### src/rtl/jtframe_sdram_arb_pkg.sv
// jtframe_sdram_arb_pkg: shared state encoding and counter width for the SDRAM arbiter
package jtframe_sdram_arb_pkg;
  typedef enum logic [1:0] {IDLE, WAIT_ACK, WAIT_RDY} state_t;
  localparam int CW = 8;
endpackage

### src/rtl/jtframe_rr_pick.sv
// jtframe_rr_pick: round-robin find-first starting at ptr
module jtframe_rr_pick #(
  parameter int SLOTS = 4,
  parameter int PW = 2
) (
  input  logic [SLOTS-1:0] req,
  input  logic [PW-1:0]    ptr,
  output logic [PW-1:0]    gnt,
  output logic             any
);
  // scan from the far end back to ptr so the slot closest to ptr wins
  always_comb begin
    int j;
    gnt = '0;
    any = |req;
    for (int i = SLOTS - 1; i >= 0; i--) begin
      j = (int'(ptr) + i) % SLOTS;
      if (req[j[PW-1:0]]) gnt = j[PW-1:0];
    end
  end
endmodule

### src/rtl/jtframe_sdram_arb.sv
// jtframe_sdram_arb: round-robin SDRAM read arbiter with a one-entry cache per slot
module jtframe_sdram_arb
  import jtframe_sdram_arb_pkg::*;
#(
  parameter int SLOTS = 4,
  parameter int AW = 22,
  parameter int DW = 32,
  parameter int TOUT = 255
) (
  input  logic                clk,
  input  logic                rst,
  input  logic                downloading,
  input  logic [SLOTS-1:0]    slot_req,
  input  logic [SLOTS*AW-1:0] slot_addr,
  output logic [SLOTS-1:0]    slot_ok,
  output logic [SLOTS*DW-1:0] slot_dout,
  output logic                sdram_req,
  output logic [AW-1:0]       sdram_addr,
  input  logic                sdram_ack,
  input  logic [DW-1:0]       data_read,
  input  logic                data_rdy,
  input  logic                loop_rst
);
  localparam int PW = SLOTS > 1 ? $clog2(SLOTS) : 1;
  state_t           state;
  logic [PW-1:0]    ptr, gnt, pick;
  logic [CW-1:0]    cnt;
  logic [SLOTS-1:0] valid, miss;
  logic [AW-1:0]    addr [SLOTS];
  logic [AW-1:0]    tag  [SLOTS];
  logic [DW-1:0]    data [SLOTS];
  logic             any, fill;
  for (genvar i = 0; i < SLOTS; i++) begin : g_slot
    assign addr[i] = slot_addr[i*AW +: AW];
    assign miss[i] = slot_req[i] & ~(valid[i] & (tag[i] == addr[i]));
    assign slot_ok[i] = slot_req[i] & valid[i] & (tag[i] == addr[i]);
    assign slot_dout[i*DW +: DW] = data[i];
  end
  jtframe_rr_pick #(.SLOTS(SLOTS), .PW(PW)) u_pick (
    .req(miss),
    .ptr(ptr),
    .gnt(pick),
    .any(any)
  );
  assign fill = data_rdy & (state == WAIT_RDY | (state == WAIT_ACK & sdram_ack));
  // arbitration FSM and cache fill; sdram_addr doubles as the latched fetch address
  always_ff @(posedge clk) begin
    if (rst) begin
      state      <= IDLE;
      sdram_req  <= 1'b0;
      sdram_addr <= '0;
      ptr        <= '0;
      gnt        <= '0;
      cnt        <= '0;
      valid      <= '0;
      tag        <= '{default: '0};
      data       <= '{default: '0};
    end else if (downloading) begin
      state     <= IDLE;
      sdram_req <= 1'b0;
      valid     <= '0;
    end else if (loop_rst) begin
      state     <= IDLE;
      sdram_req <= 1'b0;
    end else begin
      if (fill) begin
        tag[gnt]   <= sdram_addr;
        data[gnt]  <= data_read;
        valid[gnt] <= 1'b1;
      end
      case (state)
        IDLE: if (any) begin
          gnt        <= pick;
          sdram_addr <= addr[pick];
          sdram_req  <= 1'b1;
          ptr        <= pick == PW'(SLOTS - 1) ? '0 : pick + 1'b1;
          state      <= WAIT_ACK;
        end
        WAIT_ACK: if (sdram_ack) begin
          sdram_req <= 1'b0;
          cnt       <= '0;
          state     <= data_rdy ? IDLE : WAIT_RDY;
        end
        WAIT_RDY: begin
          cnt   <= cnt + 1'b1;
          state <= data_rdy || cnt == CW'(TOUT) ? IDLE : WAIT_RDY;
        end
        default: state <= IDLE;
      endcase
    end
  end
endmodule
### config.mk
export PLATFORM = sky130hd
export DESIGN_NAME = jtframe_sdram_arb
export DESIGN_NICKNAME = d
export VERILOG_FILES = /design/src/rtl/jtframe_sdram_arb_pkg.sv /design/src/rtl/jtframe_rr_pick.sv /design/src/rtl/jtframe_sdram_arb.sv
export SDC_FILE = /design/constraint.sdc
export NUM_CORES = 1
export LEC_CHECK = 0
export BUFFER_PORTS_ARGS = -buffer_cell sky130_fd_sc_hd__buf_4
export CELL_PAD_IN_SITES_DETAIL_PLACEMENT = 2
export CELL_PAD_IN_SITES_GLOBAL_PLACEMENT = 2
export CORE_UTILIZATION = 30
export DETAILED_ROUTE_END_ITERATION = 8
export PLACE_DENSITY_LB_ADDON = 0.1
export SETUP_SLACK_MARGIN = 0.1
export SLEW_MARGIN = 20
export SYNTH_ARGS = -nofsm -noshare
export SYNTH_HDL_FRONTEND = slang
export SYNTH_SLANG_ARGS = --single-unit
### constraint.sdc
create_clock -name clk -period 3.8 [get_ports clk]
set_input_delay 0.76 -clock clk [delete_from_list [all_inputs] [get_ports clk]]
set_output_delay 0.76 -clock clk [all_outputs]
set_load 0.005 [all_outputs]
==> impl_metrics.py, run 1 <==
metrics = {
    "run_status": {
        "status": "complete, no violations",
    },
    "floorplan": {
        "die_w_um": 191.9,
        "design.die.area_sq_um": 36840,
        "die_y_um": 191.9,
        "core_area_sq_um": 35570,
        "ios": 285,
        "fp-row-count": 69,
        "start_util": 0.3042,
    },
    "logic_synthesis": {
        "syn_area_sq_um": 10820,
        "synth_top_area_frac": 0.4754,
        "dominantRegCellSynth": "dfxtp_1",
        "syn_avg_cell_area_sq_um": 8.286,
        "synth.most_common_cell": "nand2_1",
        "ys_top_cells_by_count": "nand2_1 (438), dfxtp_1 (257), a21oi_1 (221)",
        "yosysSeqAreaShare": 0.4754,
        "synth_nets": 1441,
        "yosysTopAreaCell": "dfxtp_1",
        "synthCells": 1306,
        "synth-edff-count": 0,
        "postSynth.asyncResetShare": 0,
        "synth_seq_cells": 257,
        "yosys_warnings": 0,
        "synth_cell_type_count": 46,
        "synth.area.top_cells": "dfxtp_1 (48%), nand2_1 (15%), a21oi_1 (10%)",
    },
    "timing": {
        "period_needed_ns": 3.349,
        "max_slew_margin": 0.4542,
        "fin_skew_ns": 0.01648,
        "worst_pin_slew_ns": 0.8187,
        "clock.fmax_mhz": 298.6,
        "fin_crit_sh": 0.8812,
        "hold_viol": 0,
        "maxSlewViolCount": 0,
        "rsz0062_at_grt": "no",
        "setup_viol": 0,
        "finalSetupTns_ns": 0,
    },
    "cells_and_area": {
        "utilization": 0.4065,
        "num-fill-cells": 4044,
        "nets": 1700,
        "synthToLayoutAreaGrowth_pct": 33.62,
        "layout-drive-gt1-share": 0.2464,
    },
    "detailed_routing": {
        "wire_per_inst_um": 22.01,
        "dr_total_vias": 10370,
        "remaining_drc_errors": 0,
        "drt_iter0_drc": 443,
        "ant_nets": 0,
        "vias_per_cell": 5.061,
        "first_pass_iters": 4,
        "routed_wl_um": 45100,
    },
    "global_route": {
        "grt_use_total": 0.2423,
        "antenna_found_initial": 1,
        "grt_overflow": 0,
        "grt_start_max_net_pins": 119,
        "grt_pass1_wl_um": 67670,
        "grt_pass1_vias": 11210,
    },
    "worst_setup_path": {
        "crit_path_end_kind": "primary output",
        "max_stage_delay_ns": 0.56,
        "cp_max_fo": 3,
        "critPathSlowestCell": "nor4_1",
        "path_buf_inv": 1,
        "path_delay_family": "simple AND/OR/NAND/NOR gates",
        "critPathKind": "reg2out",
        "start_kind": "flop",
        "crit_arrival_ns": 2.59,
        "crit_top_cell": "nor4_1",
        "cp.required_ns": 3.04,
        "cp_cell_sequence": "xor2_1, nor4_1, nand4_1, nor4_1, buf_4",
    },
    "place": {
        "dp.final_hpwl_um": 31930,
        "port_buffers": 284,
        "routabilityCongestion": 0.8311,
    },
    "flow_run": {
        "max_cap_viol_count": 0,
    },
    "clock_network": {
        "root_buffer": "clkbuf_16",
        "cts_resized": 0,
        "path_clk_slew_ns": 0.06,
        "htreeDepth": 1,
        "cts.sinks": 257,
        "clock_latency_ns": 0.56,
        "cts_setup_buffers": 0,
        "postCtsHoldBufs": 0,
        "clock_path_buffers": 3,
        "cts_tree": "built",
        "cts_inserted_buffers": 31,
    },
    "pwr": {
        "leakage_uw": 0.005439,
        "power_uw": 6117,
        "peakVddDrop_mv": 0.3476,
        "p_per_area_nw_per_um2": 423.0,
    },
    "hold_path": {
        "min_path_type": "in2reg",
    },
}
-- through the flow --
stage	setup WS [ns]	cells	area, sq um	hold slack [ns]
3_5_place_dp	0.03804	1993	13490	0.4524
5_1_grt	0.3824	2048	14460	0.3784
3_3_place_gp	0.1516	1993	13490	0.4424
4_1_cts	0.4039	2048	14460	0.3644
2_1_floorplan	0.9345	1306	10820	0.4481
6_report	0.4513	2049	14460	0.3914
-- where the power goes --
group          leakage [uW]  switching (uW)  internal, uW  total, uW
Sequential          0.00207            49.6          2720       2770
Combinational       0.00289             280           235        515
Clock              0.000476            1170          1670       2830
Total               0.00544            1500          4620       6120
-- worst paths after layout --
| path | from | endpoint | slack (ns) | cells past startpoint |
|---|---|---|---|---|
| worst min register to register | slot_dout[101] | slot_dout[101] | 0.46 | 2 |
| worst max register to register | tag[67] | sdram_addr[20] | 0.59 | 9 |
| worst max-delay path | tag[16] | slot_ok[3] | 0.45 | 5 |
| worst min-delay path | loop_rst | state[1] | 0.39 | 2 |
-- metal layers --
metal,part of all wire,up-vias,GRT usage
met1,0.42,5157,0.2959
met2,0.48,258,0.4193
met3,0.071,55,0.06249
met5,0,-,0
met4,0.025,0,0.06258
li1,-,4899,-
-- cell usage in the layout, fill, tap and decap left out, drive strengths merged, types with 11 or more instances in the layout --
cell type,netlist,final
o221ai,24,24
buf,11,311
clkbuf,74,51
dfxtp,257,257
nand4,20,20
xor2,36,36
inv,10,11
nand2,438,438
nor2,17,17
mux2i,48,48
nand3b,23,23
xnor2,60,60
a21oi,221,221
nor4,12,12
-- cell families after synthesis --
kind of cell	share of synthesized area
fa+ha+maj	0.005781
compound gates	0.1466
flops	0.4754
simple gates	0.2123
xor+xnor	0.07770
buf+inv	0.03781
mux	0.04440
-- sequential cells by signal (all words and copies together) (netlist names) --
register,count
sdram_addr,22
ptr,2
slot_dout,128
state,2
gnt,2
sdram_req,1
cnt,8
valid,4
tag,88
-- worst register-to-register path: stages (launching register included) --
cell      delay (ns)
dfxtp_1         0.32
xnor2_1         0.37
nand4_1         0.21
nor4_1          0.57
a21boi_0        0.26
a222oi_1        0.39
o311a_2         0.32
buf_12          0.23
mux2i_1         0.29
o221ai_2        0.13
-- final cells by class --
class	instances	area (sq um)	area share
timing repair buffer	311	2439	0.1686
sequential	257	5145	0.3558
clock inverter	4	23.77	0.001644
multi-input combinational	954	5295	0.3662
clock buffer	51	940.9	0.06507
inverter	10	37.54	0.002596
antenna	1	2.502	0.0001731
tap	461	576.8	0.03989
No activity file was read; power rests on OpenSTA's default activity.
==> run 2, diff against run 1 <==
TNS_END_PERCENT = 1   (was not set)
clock period = 3.45 ns   (was 3.8 ns; I/O delays follow)
==> run 2 against run 1 <==
Against the previous run:
- count of clock-buffer cells in the layout fell by 13
- non-clock buffer count up 18
- sequential share of layout area down 0.71 points
- first-iteration DRC count down 21%
==> impl_metrics.py, run 2 (synthesis gave the netlist of run 1 again) <==
metrics = {
    "pwr": {
        "peakVddDrop_mv": 0.4030,
        "p_per_area_nw_per_um2": 494.8,
        "leakage_uw": 0.005595,
    },
    "detailed_routing": {
        "first_pass_iters": 4,
        "dr_total_vias": 10410,
        "ant_nets": 0,
        "vias_per_cell": 5.032,
        "drt_iter0_drc": 351,
        "remaining_drc_errors": 0,
        "routed_wl_um": 45740,
        "wire_per_inst_um": 22.12,
    },
    "hold_path": {
        "hold_path_end": "sdram_req",
        "worstHoldStart": "loop_rst",
        "min_path_type": "in2reg",
        "hold_path_depth": 2,
    },
    "floorplan": {
        "design.die.area_sq_um": 36840,
        "die_w_um": 191.9,
        "fp-row-count": 69,
        "start_util": 0.3042,
        "core_area_sq_um": 35570,
        "die_y_um": 191.9,
        "ios": 285,
    },
    "worst_setup_path": {
        "cp_max_fo": 2,
        "cp.required_ns": 2.76,
        "critPathKind": "reg2out",
        "timing.rr.start": "tag[71]",
        "max_stage_delay_ns": 0.60,
        "r2r-end": "sdram_addr[5]",
        "r2r_cells": 9,
        "timing.reg2reg.setup_slack_ns": 0.36,
        "path_delay_family": "simple AND/OR/NAND/NOR gates",
        "path_buf_inv": 1,
        "crit_path_end_kind": "primary output",
        "start_kind": "flop",
        "crit_arrival_ns": 2.55,
        "cp_cell_sequence": "xnor2_1, nand4_1, or4_4, nor3_1, buf_4",
        "critPathSlowestCell": "or4_4",
    },
    "global_route": {
        "grt_pass1_vias": 11340,
        "grt_pass1_wl_um": 68340,
        "antenna_found_initial": 0,
        "grt_use_total": 0.2455,
        "grt_start_max_net_pins": 77,
        "grt_overflow": 0,
    },
    "cells_and_area": {
        "most-common-layout-cells": "nand2_1 (438), buf_4 (321), dfxtp_1 (257)",
        "synthToLayoutAreaGrowth_pct": 36.33,
        "largest_reg_flops": 128,
        "diodes": 0,
        "utilization": 0.4148,
        "instances_no_fill": 2068,
        "nets": 1718,
        "final_common_cell": "nand2_1",
        "num-fill-cells": 3999,
        "layout-drive-gt1-share": 0.2607,
        "final_area_sq_um": 14750,
    },
    "flow_run": {
        "max_cap_viol_count": 0,
    },
    "timing": {
        "clock.fmax_mhz": 308.4,
        "worst_pin_slew_ns": 0.6057,
        "rsz0062_at_grt": "no",
        "fin_skew_ns": 0.01655,
        "setup_viol": 0,
        "hold_viol": 0,
        "postLayoutSetupSlackWorst_ns": 0.2071,
        "hold_slack_ns": 0.2894,
        "max_slew_margin": 0.5962,
        "fin_crit_sh": 0.9400,
        "maxSlewViolCount": 0,
        "period_needed_ns": 3.243,
    },
    "clock_network": {
        "cts_resized": 0,
        "path_clk_slew_ns": 0.06,
        "cts_inserted_buffers": 31,
        "clock_path_buffers": 3,
        "cts_tree": "built",
        "cts_setup_buffers": 0,
        "root_buffer": "clkbuf_16",
        "cts.sinks": 257,
        "htreeDepth": 1,
        "clock_latency_ns": 0.59,
        "postCtsHoldBufs": 0,
    },
    "run_status": {
        "status": "complete, no violations",
    },
    "place": {
        "dp.final_hpwl_um": 32470,
        "placedCellCount": 2011,
        "placed_area_sq_um": 13610,
        "routabilityCongestion": 0.8554,
        "dpl_worst_slack_ns": -0.1266,
        "port_buffers": 284,
    },
}
run 2: changes by cell type in the layout (fill, tap and decap cells not counted), sizes merged:
cell	previous run	this run
buf	311	329
clkinvlp	0	4
clkinv	3	7
bufinv	0	7
diode	1	0
clkbuf	51	38
run 2: worst max-delay path by stage:
stage	slack, ns	depth (start not counted)	to	startpoint
final	0.21	5	slot_ok[2]	tag[25]
after global routing	0.15	5	slot_ok[2]	tag[25]
after CTS	0.17	5	slot_ok[0]	tag[71]
after detailed placement	-0.13	10	sdram_addr[12]	slot_addr[5]
after global placement	-0.06	10	sdram_addr[21]	slot_addr[5]
after floorplan	0.65	10	sdram_addr[0]	slot_addr[5]
run 2: power by group:
group	total (uW)	internal [uW]	switching (uW)
registers	3050	2990	53.3
clock network	3670	2260	1410
logic	581	269	312
run 2: per-stage QoR:
step / total power, uW / setup TNS (ns)
finish: 7299 / 0
global route: 7535 / 0
CTS: 7381 / 0
detailed placement: 3697 / -1.712
global placement: 3690 / -0.1826
floorplan: 3349 / 0
run 2: cell type report:
| cell class | instances | area (sq um) | share of cell area |
|---|---|---|---|
| Clock inverter | 19 | 299.0 | 0.02027 |
| Inverter | 10 | 37.54 | 0.002544 |
| Clock buffer | 38 | 842.1 | 0.05708 |
| Tap cell | 461 | 576.8 | 0.03910 |
| Timing Repair Buffer | 329 | 2561 | 0.1736 |
| Sequential cell | 257 | 5145 | 0.3487 |
| Multi-Input combinational cell | 954 | 5291 | 0.3587 |
run 2: per-layer routing:
layer / vias up / share of wire / global-route usage
met5: - / 0 / 0
met2: 232 / 0.49 / 0.4317
li1: 4921 / - / -
met4: 0 / 0.018 / 0.05220
met1: 5203 / 0.42 / 0.2984
met3: 50 / 0.064 / 0.06377
==> run 3, diff against run 2 <==
MAX_ROUTING_LAYER = met4   (was not set)
REMOVE_ABC_BUFFERS = 1   (was not set)
==> run 3 against run 2 <==
Against the previous run:
- clock skew down 0.0082 ns
- sequential share of layout area up 0.58 points
- routed wire length down 3.5%
- combinational power about the same
- maximum frequency up 4.0%
==> impl_metrics.py, run 3 (synthesis gave the netlist of run 1 again) <==
metrics = {
    "worst_setup_path": {
        "cp.required_ns": 2.76,
        "crit_path_end_kind": "primary output",
        "start_kind": "flop",
        "crit_arrival_ns": 2.43,
        "critPathKind": "reg2out",
        "cp_max_fo": 2,
    },
    "clock_network": {
        "clock_latency_ns": 0.55,
        "path_clk_slew_ns": 0.05,
        "cts_inserted_buffers": 31,
        "cts.sinks": 257,
        "cts_setup_buffers": 0,
        "cts_resized": 0,
        "postCtsHoldBufs": 0,
        "htreeDepth": 1,
        "clock_path_buffers": 3,
        "cts_tree": "built",
        "root_buffer": "clkbuf_16",
    },
    "place": {
        "dp.final_hpwl_um": 30310,
        "port_buffers": 284,
        "routabilityCongestion": 0.8227,
        "placedCellCount": 2003,
    },
    "timing": {
        "clock.fmax_mhz": 320.7,
        "fin_crit_sh": 0.9039,
        "hold_viol": 0,
        "period_needed_ns": 3.118,
        "rsz0062_at_grt": "no",
        "finalSetupTns_ns": 0,
        "maxSlewViolCount": 0,
        "setup_viol": 0,
        "fin_skew_ns": 0.008374,
        "worst_pin_slew_ns": 0.8249,
        "max_slew_margin": 0.4501,
    },
    "detailed_routing": {
        "wl_met1_um": 18950,
        "ant_nets": 0,
        "met3WireLength_um": 3262,
        "dr_total_vias": 10350,
        "drt_iter0_drc": 368,
        "remaining_drc_errors": 0,
        "wire_per_inst_um": 21.47,
        "met2WireLength_um": 21390,
        "routed_wl_um": 44160,
        "vias_per_cell": 5.034,
        "first_pass_iters": 4,
        "top_layer": "met4",
    },
    "global_route": {
        "grt_use_total": 0.2444,
        "grt_pass1_wl_um": 66310,
        "antenna_found_initial": 4,
        "grt_overflow": 0,
        "grt_start_max_net_pins": 104,
        "grt_pass1_vias": 11150,
    },
    "run_status": {
        "status": "complete, no violations",
    },
    "cells_and_area": {
        "instances_no_fill": 2057,
        "nets": 1710,
        "synthToLayoutAreaGrowth_pct": 34.09,
        "most-common-layout-cells": "nand2_1 (438), buf_4 (310), dfxtp_1 (257)",
        "largest_reg_flops": 128,
        "final_common_cell": "nand2_1",
        "layout-drive-gt1-share": 0.2500,
    },
    "pwr": {
        "peakVddDrop_mv": 0.3323,
        "leakage_uw": 0.005464,
        "p_per_area_nw_per_um2": 456.9,
    },
    "hold_path": {
        "min_path_type": "in2reg",
    },
    "floorplan": {
        "design.die.area_sq_um": 36840,
        "die_y_um": 191.9,
        "die_w_um": 191.9,
        "fp-row-count": 69,
        "ios": 285,
        "start_util": 0.3042,
        "core_area_sq_um": 35570,
    },
    "flow_run": {
        "max_cap_viol_count": 0,
    },
}
-- run 3: power by group --
part           internal [uW]  leakage, uW  switching, uW
registers               3000      0.00207           47.6
logic                    275      0.00294            304
clock network           1770     0.000452           1240
-- run 3: worst max-delay path, cell delays in order, from the launching register on --
cell and delay [ns]:
dfxtp_1 0.32, xnor2_1 0.20, nand4_1 0.23, or4_4 0.59
nor3_1 0.35, buf_4 0.19
-- run 3: stage by stage --
stage	setup WS, ns	util	hold WS [ns]	instance area (sq um)	power, uW
6_report	0.3316	0.4079	0.3595	14510	6630
5_1_grt	0.2612	0.4079	0.3518	14510	6885
3_5_place_dp	-0.02981	0.3821	0.4510	13590	3690
2_1_floorplan	-0.9933	-	0.4420	10450	3303
3_3_place_gp	0.01241	0.3821	0.4423	13590	3681
4_1_cts	0.3578	0.4077	0.3369	14500	6734
-- run 3: worst paths after layout --
kind | cells past startpoint | startpoint | slack [ns] | endpoint
setup reg to reg | 9 | tag[85] | 0.47 | sdram_addr[21]
setup / recovery | 5 | tag[24] | 0.33 | slot_ok[2]
hold reg to reg | 2 | slot_dout[122] | 0.46 | slot_dout[122]
hold / removal | 2 | loop_rst | 0.36 | state[1]
-- run 3: layout make-up --
class | instances | area [sq um]
Clock buffer | 43 | 850.8
Timing Repair Buffer | 321 | 2539
Fill cell | 4061 | 21060
Tap cell | 461 | 576.8
Clock inverter | 7 | 60.06
Sequential cell | 257 | 5145
Antenna cell | 4 | 10.01
Multi-Input combinational cell | 954 | 5291
Inverter | 10 | 37.54
-- run 3: per-layer routing --
metal,global-route usage,vias to the layer above
li1,-,4910
met1,0.2921,5173
met2,0.4070,235
met3,0.06980,36
met4,0.05006,0
met5,-,-
